==> src/rtl/enoc_switch_allocator.sv <==
// Switch allocator for the 5-port ENoC router: one round-robin arbiter per output,
// combinational FIFO pops, registered crossbar selects. Optional grant counters: ENOC_ALLOC_STATS_EN.
module enoc_switch_allocator #(
  parameter int N     = 5,
  parameter int M     = 5,
  parameter int CNT_W = 16,
  localparam int PW   = (M > 1) ? $clog2(M) : 1,
  localparam int SW   = (N > 1) ? $clog2(N) : 1
) (
  input  logic                       clk,
  input  logic                       reset_n,
  input  logic [N-1:0]               i_req_val,
  input  logic [N-1:0][PW-1:0]       i_req_port,
  input  logic [M-1:0]               i_en,
  output logic [N-1:0]               o_pop,
  output logic [M-1:0][SW-1:0]       o_sel,
  output logic [M-1:0]               o_sel_val,
  output logic [M-1:0][CNT_W-1:0]    o_grant_cnt
);

  logic [M-1:0][N-1:0]  req;
  logic [M-1:0]         grant;
  logic [M-1:0][SW-1:0] win_idx;
  logic [M-1:0][SW-1:0] ptr_reg, ptr_next;
  logic [M-1:0][SW-1:0] sel_reg, sel_next;
  logic [M-1:0]         sel_val_reg, sel_val_next;
  logic [N-1:0]         pop_raw;

  function automatic int wrap_idx(input int base, input int off);
    int s;
    s = base + off;
    return (s >= N) ? s - N : s;
  endfunction

  genvar gi, gj;
  generate
    for (gi = 0; gi < M; gi++) begin : g_out
      logic             arb_grant;
      logic [SW-1:0]    arb_win;

      for (gj = 0; gj < N; gj++) begin : g_req
        assign req[gi][gj] = i_req_val[gj] && (i_req_port[gj] == PW'(gi));
      end

      // Scan from the farthest offset down so the last hit is the first input at or after ptr.
      always_comb begin
        arb_grant = 1'b0;
        arb_win   = '0;
        for (int k = N - 1; k >= 0; k--) begin
          if (i_en[gi] && req[gi][wrap_idx(int'(ptr_reg[gi]), k)]) begin
            arb_grant = 1'b1;
            arb_win   = SW'(wrap_idx(int'(ptr_reg[gi]), k));
          end
        end
      end

      assign grant[gi]   = arb_grant;
      assign win_idx[gi] = arb_win;
    end
  endgenerate

  // Each input requests a single port, so OR-ing the per-output one-hots never double-pops.
  always_comb begin
    pop_raw = '0;
    for (int m = 0; m < M; m++) begin
      for (int n = 0; n < N; n++) begin
        if (grant[m] && (win_idx[m] == SW'(n))) begin
          pop_raw[n] = 1'b1;
        end
      end
    end
  end

  assign o_pop = reset_n ? pop_raw : '0;

  always_comb begin
    ptr_next     = ptr_reg;
    sel_next     = sel_reg;
    sel_val_next = grant;
    for (int m = 0; m < M; m++) begin
      if (grant[m]) begin
        sel_next[m] = win_idx[m];
        ptr_next[m] = (win_idx[m] == SW'(N - 1)) ? '0 : win_idx[m] + SW'(1);
      end
    end
  end

  always_ff @(posedge clk or negedge reset_n) begin
    if (!reset_n) begin
      ptr_reg     <= '0;
      sel_reg     <= '0;
      sel_val_reg <= '0;
    end else begin
      ptr_reg     <= ptr_next;
      sel_reg     <= sel_next;
      sel_val_reg <= sel_val_next;
    end
  end

  assign o_sel     = sel_reg;
  assign o_sel_val = sel_val_reg;

`ifdef ENOC_ALLOC_STATS_EN
  logic [M-1:0][CNT_W-1:0] cnt_reg, cnt_next;

  always_comb begin
    cnt_next = cnt_reg;
    for (int m = 0; m < M; m++) begin
      if (grant[m] && (cnt_reg[m] != {CNT_W{1'b1}})) begin
        cnt_next[m] = cnt_reg[m] + CNT_W'(1);
      end
    end
  end

  always_ff @(posedge clk or negedge reset_n) begin
    if (!reset_n) begin
      cnt_reg <= '0;
    end else begin
      cnt_reg <= cnt_next;
    end
  end

  assign o_grant_cnt = cnt_reg;
`else
  assign o_grant_cnt = '0;
`endif

`ifndef SYNTHESIS
  // A head routed to a nonexistent port stalls forever; flag it loudly in simulation.
  always @(posedge clk) begin
    if (reset_n) begin
      for (int n = 0; n < N; n++) begin
        assert (!(i_req_val[n] && (int'(i_req_port[n]) >= M)))
          else $warning("enoc_switch_allocator: input %0d requests illegal port %0d", n, i_req_port[n]);
      end
    end
  end
`endif

endmodule

==> config.mk <==
export PLATFORM = sky130hd
export DESIGN_NAME = enoc_switch_allocator
export DESIGN_NICKNAME = d
export VERILOG_FILES = /design/src/rtl/enoc_switch_allocator.sv
export SDC_FILE = /design/constraint.sdc
export NUM_CORES = 1
export LEC_CHECK = 0
export BUFFER_PORTS_ARGS = -buffer_cell sky130_fd_sc_hd__buf_2
export CORE_ASPECT_RATIO = 1.1
export CORE_UTILIZATION = 47
export CTS_CLUSTER_DIAMETER = 30
export DETAILED_ROUTE_END_ITERATION = 12
export PLACE_DENSITY = 0.68
export SYNTH_ARGS = -nofsm -noshare
export SYNTH_HDL_FRONTEND = slang
export SYNTH_SLANG_ARGS = --single-unit
export TNS_END_PERCENT = 20
==> constraint.sdc <==
create_clock -name clk -period 5.4 [get_ports clk]
set_clock_uncertainty 0.05 [all_clocks]
set_input_delay 0 -clock clk [delete_from_list [all_inputs] [get_ports clk]]
set_output_delay 0 -clock clk [all_outputs]
set_load 0.005 [all_outputs]
# ---- Yosys cells after proc, flatten, opt, wreduce, memory -nomap -nowiden
# Index checks and enable logic that the tools add are counted.
# W data, S select, Z words.
dict set report op_classes {
  n_reduce_logical 85
  eq_ne 40
  n_lt_le_gt_ge 50
  mux 181
  addsub 50
}
# op count
set ops {}
lappend ops {{$lt A32 B5 Y1 const B} 25}
lappend ops {{$mux W32} 25}
lappend ops {{$mux W1} 100}
lappend ops {{$sub A4 B3 Y5 const B} 20}
lappend ops {{$mux W3} 30}
lappend ops {{$ge A4 B3 Y1 const B} 20}
lappend ops {{$bmux W1 S3} 25}
lappend ops {{$logic_and A1 B1 Y1} 75}
lappend ops {{$eq A3 B2 Y1 const B} 20}
lappend ops {{$add A3 B2 Y4 const B} 10}
lappend ops {{$eq A3 B1 Y1 const B} 10}
lappend ops {{$eq A3 B3 Y1 const B} 10}
lappend ops {{$logic_not A3 Y1} 10}
lappend ops {{$add A3 B1 Y4 const B} 5}
lappend ops {{$add A3 B3 Y4 const B} 5}
lappend ops {{$sub A3 B3 Y4 const B} 5}
lappend ops {{$add A3 B1 Y3 const B} 5}
lappend ops {{$ge A3 B3 Y1 const B} 5}
lappend ops {{$mux W5} 1}
dict set report totals {
  word_cells 417
  regBits 35
  inputBits 27
  output_inout_bits 105
}

# ---- Depth between registers and ports, before layout
# Gate-level depths: netlist (run 1).
dict set report depth {
  ltp_word 20
  ltp_mapped 20
  depth_no_buf 18
}

# ---- Worst setup path before layout (run 1)
# Ideal clock, no wire load.
dict set report synth_timing {
  kind {register -> output}
  from {reg ptr_reg[3] (netlist bit)}
  to {out o_pop[4]}
  path_stages_with_launch 19
  arrival_ns 4.161
  path_slack_ns 1.189
  required_time_ns 5.350
  path_buffers 2
  cell_sequence {dfrtp_1 -> buf_6 -> clkinv_1 -> ha_1 -> inv_1 -> ha_1 -> buf_2 -> and2_0 -> a211o_1 -> and2_1 -> o311a_1 -> o21a_1 -> or3b_1 -> a31o_2 -> a21oi_4 -> inv_1 -> ha_1 -> nor2b_1 -> o41a_1}
}
dict set report synth_between {
  elab_chain_len 19
  elab_cells_between_ends 56
  classes_between {9 x add/sub; 5 x order compare; 1 x eq/ne; 35 x mux; 6 x reduce/logical}
}
# element line
set synth_lines {}
lappend synth_lines {{start: declaration} 24} ;# logic [M-1:0][SW-1:0] ptr_reg, ptr_next;
lappend synth_lines {{start signal: assignment} 94} ;# ptr_reg <= ptr_next;
lappend synth_lines {{$add A3 B3 Y4} 31} ;# s = base + off;
lappend synth_lines {{$sub A4 B3 Y5 / $ge A4 B3 Y1 (equally long branches)} 32} ;# return (s >= N) ? s - N : s;
lappend synth_lines {{$mux W32} 32}
lappend synth_lines {{$bmux W1 S3} 50} ;# if (i_en[gi] && req[gi][wrap_idx(int'(ptr_reg[gi]), k)]) begin
lappend synth_lines {{$mux W1 (not written as such) (2 in series)} 50}
lappend synth_lines {{$logic_and A1 B1 Y1} 50}
lappend synth_lines {{$mux W3 (4 in series)} 50}
lappend synth_lines {{$mux W3 *} 50}
lappend synth_lines {{via g_out[1].arb_win[0]} 39} ;# logic [SW-1:0] arb_win;
lappend synth_lines {{$eq A3 B3 Y1 *} 67} ;# if (grant[m] && (win_idx[m] == SW'(n))) begin
lappend synth_lines {{$logic_and A1 B1 Y1 *} 67}
lappend synth_lines {{$mux W1 * (4 in series)} 67}
lappend synth_lines {{$mux W5 *} 74} ;# assign o_pop = reset_n ? pop_raw : '0;
lappend synth_lines {{end: declaration} 15} ;# output logic [N-1:0] o_pop,
# Mark *: on every way through the listed nets, which the timed path passes. The rest lies on a longest branch. The select of a mux whose other input is x is not followed.

# ---- Worst setup path after layout (run 1)
dict set report layout_timing {
  from {reg ptr_reg[13] (netlist bit)}
  to {out o_pop[4]}
}
dict set report layout_between {
  elab_chain_len 16
  elab_cells_between_ends 53
  classes_between {9 x add/sub; 5 x order compare; 1 x eq/ne; 32 x mux; 6 x reduce/logical}
}
# element line
set layout_lines {}
lappend layout_lines {{$add A3 B3 Y4} 31}
lappend layout_lines {{$sub A4 B3 Y5 / $ge A4 B3 Y1 (equally long branches)} 32}
lappend layout_lines {{$mux W32} 32}
lappend layout_lines {{$bmux W1 S3} 50}
lappend layout_lines {{$mux W1 (not written as such) (2 in series)} 50}
lappend layout_lines {{$logic_and A1 B1 Y1} 50}
lappend layout_lines {{$mux W3 (4 in series)} 50}
lappend layout_lines {{$mux W3 *} 50}
lappend layout_lines {{via g_out[4].arb_win[1]} 39}
lappend layout_lines {{$eq A3 B3 Y1 *} 67}
lappend layout_lines {{$logic_and A1 B1 Y1 *} 67}
lappend layout_lines {{$mux W1 *} 67}
lappend layout_lines {{$mux W5 *} 74}
# Marked as above.

==> metrics.cfg, run 1 <==
[sta]
final.min_clock_period_ps = 5014
rsz_0062_raised_after_global_routing = false
final_max_slew_viol_count = 0
timing.final.crit_share_pct = 92.85
timing_worst_slew_pin_value_ps = 952.4
setup_violations = 0
worst_hold_slack_ps = 246.3
report.final.hold_viol_count = 0
final.setup.worst_slack_ps = 386.3
timing.setup.tns_ps = 0
maxClockFrequency_ghz = 0.1995
timing.slew.headroom_pct = 36.34

[detailed_routing]
wire_per_inst_um = 16.95
route.detailed.drc = 0
viasPerCell = 6.028
drt-pass1-iter-count = 6
postRouteAntennaNets = 0
drt_first_iter_violations = 574
drt-total-wl_mm = 22.27
num_vias = 7921

[clock_network]
worst_skew_pair.late_latency_ps = 290
cts_tree = built
numCtsBuffers = 5
ctsHtreeMaxLevel = 2
cts.sink_count = 35
cts_hold_repair.buffers = 1
cts.path.max_buffers = 2
root_buffer = clkbuf_16
cts_setup_buffers = 0
clkSlewWorstSetupHoldPaths_ps = 60
post_cts_resized = 0

[synthesis]
synth_edf_count = 0
synth.most_common_cell = ha_1
summed_instance_area_of_the_synthesized_netlist_um2 = 8277
syn_avg_cell_area_um2 = 7.875
post_synth_main_area_contributors = ha_1 (14%), dfrtp_1 (11%), buf_4 (7.8%), mux2i_1 (4.4%), a21oi_1 (3.3%)
post-synth-top-area-cell = ha_1
netlist.area_leader.share_pct = 13.61
synth_async_sr_flop_share_pct = 100.0
synth_register_bits = 35
synth_ff_type = dfrtp_1
post_synth_inst_count = 1051
yosysSeqAreaShare_pct = 10.58
synthTopCellsByCount = ha_1 (90), buf_4 (86), nand2_1 (65), nor2_1 (65), inv_1 (64)
yosysUniqueCellTypes = 117
yosysWarnings = 0

[layout]
insertedDiodeCount = 0
fin_cells = 1314
area_growth_synth_to_finish_pct = 3.311
share_of_post_route_cells_with_drive_strength_above_1_pct = 12.96
net_count_final = 1196

[job]
drv.max_cap_violation_count = 0

[placement]
hpwl_mm = 17.41
place.port_buffers = 51
dp_slack_ps = 785.8
dpl.cell_count = 1305
place.gp.congestion = 0.9571

[global_routing]
global_route_wire_length_before_repair_mm = 36.31
global_route.usage.total_pct = 24.66
antenna_found_initial = 0
gr-total-overflow = 0
grt_max_degree = 38
grt_pass1_vias = 7271

[floorplan]
initial_core_util_pct = 48.28
design.die.area_um2 = 18150
placement_rows = 50
die_x_um = 128.5
core_um2 = 17140
ios = 132
height_of_the_chip_um = 141.2

[critical_path]
critPathArrivalTime_ps = 4960
worstPathCellList = inv_1 > ha_1 > inv_1 > ha_1 > or3_1 > o211ai_1 > mux4_2 > a21oi_1 > nor2_1 > mux2i_1 > o211a_1 > a2bb2oi_1 > inv_1 > ha_1 > and2_1 > or2_0 > o41a_1 > buf_2
timing.critical_path.fanout_max = 11
cp.depth = 18
cpPeakStageDelay_ps = 560
end_kind = primary output
r2r_setup_slack_ps = 1020
path_delay_family = compound AO/OA/AOI/OAI gates
cp_slowest_cell = mux4_2
crit_type = reg -> out
r2r_cells = 16
kind_of_launch_point_of_the_worst_setup_path = register
crit_buf_inv = 4
worst-endpoint-required_ps = 5350

[power_and_ir_drop]
p_switching_mw = 3.197
p_clk_share_pct = 5.9
power.density_nw_per_um2 = 662.5
p_int_mw = 2.468
highest_ir_drop_seen_on_vdd_mv = 0.4004
power_frac_comb_pct = 84.0
leakage_nw = 3.847
seqPwrFrac_pct = 10.0
netSwitchingFraction_pct = 56.44

[run_status]
outcome = completed

[min_path]
min-delay-path-class = in -> async

==> logic make-up (layout without fill, tap and decap cells) <==
kind of cell             Yosys count  after routing  synth area share (%)
adder cells (fa/ha/maj)           90             90                 13.61
flip-flops                        35             35                 10.58
XOR/XNOR                          20             20                 2.207
AO/OA/AOI/OAI                    315            315                 28.45
other                              1             80               0.04531
multiplexers                      51             51                 7.120
buffers and inverters            193            143                 13.32
AND/OR/NAND/NOR                  346            346                 24.67
==> worst register-to-register path, delay by kind of cell, from the launching register on <==
family	cells	cell delay (ps)
flops	1	460
simple gates	2	510
fa+ha+maj	3	800
buf+inv	3	420
compound gates	8	2030
==> path summary, 6_finish.rpt <==
kind                                         startpoint                       to
worst max-delay path            ptr_reg[13]$_DFFE_PN0P_                 o_pop[4]
worst min-delay path                            reset_n     o_sel[6]$_DFFE_PN0P_
worst max register to register   ptr_reg[4]$_DFFE_PN0P_   ptr_reg[3]$_DFFE_PN0P_
worst min register to register     o_sel[3]$_DFFE_PN0P_     o_sel[3]$_DFFE_PN0P_
max in group asynchronous                       reset_n  ptr_reg[14]$_DFFE_PN0P_
min in group clk                                i_en[1]   o_sel_val[1]$_DFF_PN0_
==> power by group through the flow <==
| stage | sequential [mW] | clock, mW | combinational [mW] |
|---|---|---|---|
| final | 0.569 | 0.337 | 4.76 |
| after global routing | 0.589 | 0.351 | 5.29 |
| after CTS | 0.564 | 0.341 | 4.69 |
| after detailed placement | 0.567 | 0 | 4.66 |
| after global placement | 0.568 | 0 | 4.63 |
| after floorplan | 0.516 | 0 | 3.76 |
==> cell usage in the layout, fill, tap and decap left out, types with 11 or more instances in the layout <==
cell type  instances
a211o_1           12
a211oi_1          25
a21oi_1           54
a31oi_1           13
and2_1            14
buf_2             51
buf_4             11
conb_1            80
dfrtp_1           35
ha_1              90
inv_1             64
mux2i_1           36
nand2_1           65
nand2b_1          16
nand3_1           27
nand4_1           11
nor2_1            65
nor2b_1           24
nor3_1            20
o21ai_0           45
xnor2_1           14
==> per-layer routing <==
layer | vias to the layer above | global-route usage, % | share of wire, %
met3 | 49 | 2.998 | 7.2
met4 | 0 | 9.350 | 3.1
met1 | 3692 | 32.48 | 43
met5 | - | 0 | 0
li1 | 3823 | - | -
met2 | 357 | 40.91 | 46
==> through the flow <==
stage | power (mW) | utilization [%] | cell area (µm²)
after detailed placement | 5.225 | 48.84 | 8372
after CTS | 5.596 | 49.88 | 8551
after global placement | 5.201 | 48.84 | 8372
after floorplan | 4.281 | - | 8573
final | 5.665 | 49.88 | 8551
after global routing | 6.227 | 49.88 | 8551
==> cell type report <==
type | count | area, µm²
fillers | 1703 | 8591
clock inverters | 3 | 43.79
well taps | 234 | 292.8
repair buffers | 63 | 347.8
clock buffers | 5 | 125.1
flip-flops and latches | 35 | 875.8
multi-input cells | 902 | 6595
inverters | 72 | 270.3
No activity file was read; power rests on OpenSTA's default activity.
==> run 2, diff against run 1 <==
- ABC_AREA: unset -> 1
- CORE_ASPECT_RATIO: 1.1 -> 0.6
- PLACE_DENSITY: 0.68 -> 0.69
- SLEW_MARGIN: unset -> 20
==> run 2 against run 1 <==
  * Fmax grew 13%
  * Cell count grew 13%
  * Setup slack gained 580 ps
  * Design area shrank 9.1%
  * Critical path type unchanged
  * Highest routed layer unchanged
==> metrics.cfg, run 2 <==
[sta]
final_max_slew_viol_count = 0  ; unchanged
timing.setup.tns_ps = 0  ; unchanged
final.min_clock_period_ps = 4429  ; was 5014 ps
setup_violations = 0  ; unchanged
rsz_0062_raised_after_global_routing = false  ; unchanged
report.final.hold_viol_count = 0  ; unchanged
timing_worst_slew_pin_value_ps = 759.0  ; was 952.4 ps
timing.slew.headroom_pct = 49.01  ; was 36.34%
timing.final.crit_share_pct = 82.02  ; was 92.85%
maxClockFrequency_ghz = 0.2258  ; was 0.1995 GHz

[layout]
share_of_post_route_cells_with_drive_strength_above_1_pct = 10.49  ; was 12.96%
insertedDiodeCount = 0  ; unchanged
most-common-layout-cells = nand2_1 (383), nand3_1 (177), inv_1 (156), ha_1 (90), conb_1 (80)  ; was ha_1 (90), conb_1 (80), nor2_1 (65), nand2_1 (65), inv_1 (64)
area_growth_synth_to_finish_pct = 3.774  ; was 3.311%
most_common_cell_after_layout_fill_and_taps_aside = nand2_1  ; was ha_1
net_count_final = 1393  ; was 1196
n_fill_cell = 1633  ; was 1703

[critical_path]
timing.critical_path.fanout_max = 16  ; was 11
crit_buf_inv = 4  ; unchanged
cp.depth = 21  ; was 18
worstPathCellList = inv_1 > ha_1 > inv_1 > ha_1 > nand2_1 > nand2_2 > nand2_2 > nand3_1 > a21oi_1 > nand2_1 > nand2_1 > inv_1 > o211ai_1 > o211ai_1 > nand3_1 > nand2_1 > ha_1 > ha_1 > a22oi_1 > a31oi_1 > buf_2  ; was inv_1 > ha_1 > inv_1 > ha_1 > or3_1 > o211ai_1 > mux4_2 > a21oi_1 > nor2_1 > mux2i_1 > o211a_1 > a2bb2oi_1 > inv_1 > ha_1 > and2_1 > or2_0 > o41a_1 > buf_2
r2r_setup_slack_ps = 1340  ; was 1020 ps
r2r_start = ptr_reg[3]$_DFFE_PN0P_  ; was ptr_reg[4]$_DFFE_PN0P_
r2r_cells = 21  ; was 16
worst-endpoint-required_ps = 5350  ; about the same
path_delay_family = adder cells  ; was compound AO/OA/AOI/OAI gates
end_kind = primary output  ; unchanged
kind_of_launch_point_of_the_worst_setup_path = register  ; unchanged
cp_slowest_cell = dfrtp_1  ; was mux4_2
rr_endpoint = ptr_reg[5]$_DFFE_PN0P_  ; was ptr_reg[3]$_DFFE_PN0P_
critPathArrivalTime_ps = 4380  ; was 4960 ps
crit_type = reg -> out  ; unchanged
cpPeakStageDelay_ps = 740  ; was 560 ps

[synthesis]
post_synth_and_or_nand_nor_area_fraction_pct = 41.70  ; was 24.67%
synth_async_sr_flop_share_pct = 100.0  ; unchanged
netlist.area_leader.share_pct = 19.19  ; was 13.61%
synth_ff_type = dfrtp_1  ; unchanged
post-synth-top-area-cell = nand2_1  ; was ha_1
synth.most_common_cell = nand2_1  ; was ha_1
post_synth_inst_count = 1227  ; was 1051
yosysUniqueCellTypes = 51  ; was 117
syn_avg_cell_area_um2 = 6.106  ; was 7.875 µm²
yosysSeqAreaShare_pct = 11.69  ; was 10.58%
largest_family_of_logic_cells_by_synthesized_area = simple AND/OR/NAND/NOR gates  ; was compound AO/OA/AOI/OAI gates
synth_adder_area_share_pct = 15.03  ; was 13.61%
yosys-mux-area-fraction_pct = 0.2672  ; was 7.120%
post_synth_main_area_contributors = nand2_1 (19%), ha_1 (15%), nand3_1 (12%), dfrtp_1 (12%), buf_4 (8.5%)  ; was ha_1 (14%), dfrtp_1 (11%), buf_4 (7.8%), mux2i_1 (4.4%), a21oi_1 (3.3%)
summed_instance_area_of_the_synthesized_netlist_um2 = 7492  ; was 8277 µm²
yosys.area_share.xor_xnor_pct = 2.889  ; was 2.207%
synth_register_bits = 35  ; unchanged
synth_edf_count = 0  ; unchanged
yosysWarnings = 0  ; unchanged
compound_gate_portion_of_the_synthesized_area_pct = 10.60  ; was 28.45%
synthTopCellsByCount = nand2_1 (383), nand3_1 (177), inv_1 (156), ha_1 (90), buf_4 (85)  ; was ha_1 (90), buf_4 (86), nand2_1 (65), nor2_1 (65), inv_1 (64)

[global_routing]
grt_max_degree = 37  ; was 38
global_route_wire_length_before_repair_mm = 33.18  ; was 36.31 mm
antenna_found_initial = 0  ; unchanged
gr-total-overflow = 0  ; unchanged
grt_pass1_vias = 6529  ; was 7271
global_route.usage.total_pct = 25.48  ; was 24.66%

[clock_network]
cts_setup_buffers = 0  ; unchanged
cts.path.max_buffers = 2  ; unchanged
cts.sink_count = 35  ; unchanged
clkSlewWorstSetupHoldPaths_ps = 60  ; about the same
root_buffer = clkbuf_16  ; unchanged
cts_tree = built  ; unchanged
numCtsBuffers = 5  ; unchanged
cts_hold_repair.buffers = 1  ; unchanged
ctsHtreeMaxLevel = 2  ; unchanged
worst_skew_pair.late_latency_ps = 290  ; about the same
post_cts_resized = 0  ; unchanged

[floorplan]
placement_rows = 35  ; was 50
ios = 132  ; unchanged
core_um2 = 15460  ; was 17140 µm²
design.die.area_um2 = 16470  ; was 18150 µm²
die_x_um = 165.0  ; was 128.5 µm
initial_core_util_pct = 48.47  ; was 48.28%
height_of_the_chip_um = 99.80  ; was 141.2 µm

[detailed_routing]
drt-total-wl_mm = 20.63  ; was 22.27 mm
viasPerCell = 5.155  ; was 6.028
drt-pass1-iter-count = 6  ; unchanged
route.detailed.drc = 0  ; unchanged
drt_first_iter_violations = 843  ; was 574
wire_per_inst_um = 13.94  ; was 16.95 µm
postRouteAntennaNets = 0  ; unchanged
num_vias = 7630  ; was 7921

[min_path]
holdPathEnd = o_sel_val[4]$_DFF_PN0_
min-delay-path-class = in -> reg  ; was in -> async
min_path_cells = 3
hp-start = i_en[4]

[placement]
place.gp.congestion = 0.9582  ; was 0.9571
place.port_buffers = 51  ; unchanged
hpwl_mm = 16.93  ; was 17.41 mm

[run_status]
outcome = completed  ; unchanged

[job]
drv.max_cap_violation_count = 0  ; unchanged

-- run 2: changes by cell type in the layout (fill, tap and decap cells not counted), sizes merged, moves of 17 or more --
cell	change
mux2i	-34
inv	+101
a21oi	-37
a211oi	-27
nor2	-17
nand2	+337
nand3	+164
nor2b	-24
-- run 2: logic make-up after synthesis --
family	count (synthesis)
flip-flops	35
XOR/XNOR	23
AO/OA/AOI/OAI	127
other	1
AND/OR/NAND/NOR	687
multiplexers	2
buffers and inverters	262
adder cells (fa/ha/maj)	90
-- run 2: final cells by class --
type / count / area [µm²] / area share, %
inverters: 172 / 650.6 / 8.368
repair buffers: 53 / 272.8 / 3.508
clock inverters: 3 / 15.01 / 0.1931
multi-input cells: 1009 / 5582 / 71.79
flip-flops and latches: 35 / 875.8 / 11.26
clock buffers: 5 / 125.1 / 1.609
well taps: 203 / 254.0 / 3.267
-- run 2: how the worst max path moves through the flow --
stage / from / slack [ps] / end
after floorplan: ptr_reg[1]$_DFFE_PN0N_ / 2180 / ptr_reg[2]$_DFFE_PN0N_
after global placement: ptr_reg[0]$_DFFE_PN0N_ / 1420 / o_pop[3]
after detailed placement: ptr_reg[0]$_DFFE_PN0N_ / 1310 / o_pop[3]
after CTS: ptr_reg[0]$_DFFE_PN0N_ / 980 / o_pop[3]
after global routing: ptr_reg[0]$_DFFE_PN0N_ / 540 / o_pop[3]
final: ptr_reg[3]$_DFFE_PN0P_ / 970 / o_pop[3]
-- run 2: tightest hold or removal path, delay by kind of cell --
kind / cells / cell delay, ps
and+or+nand+nor: 2 / 270
buffers and inverters: 1 / 160
-- run 2: stage by stage --
stage | instance area, µm² | worst slack [ps] | std cells | util [%] | hold WS [ps]
after floorplan | 7789 | 2181 | 1306 | - | -345.6
after global placement | 7625 | 1418 | 1471 | 49.32 | 40.19
after detailed placement | 7625 | 1309 | 1471 | 49.32 | 38.76
after CTS | 7775 | 976.4 | 1480 | 50.30 | 167.5
after global routing | 7775 | 538.6 | 1480 | 50.30 | 206.8
final | 7775 | 971.1 | 1480 | 50.30 | 177.6
-- run 2: layer usage --
metal  track usage (%)  vias to the layer above  part of all wire, %
li1                  -                     3907                    -
met1             40.97                     3374                   52
met2             34.31                      332                   37
met3             4.091                       17                  9.3
met4             5.575                        0                  1.3
met5                 0                        -                    0
Power of run 2 is left out: the tool's default activity adds up to more than one toggle a clock period on the data nets, which glitch-free logic cannot reach.
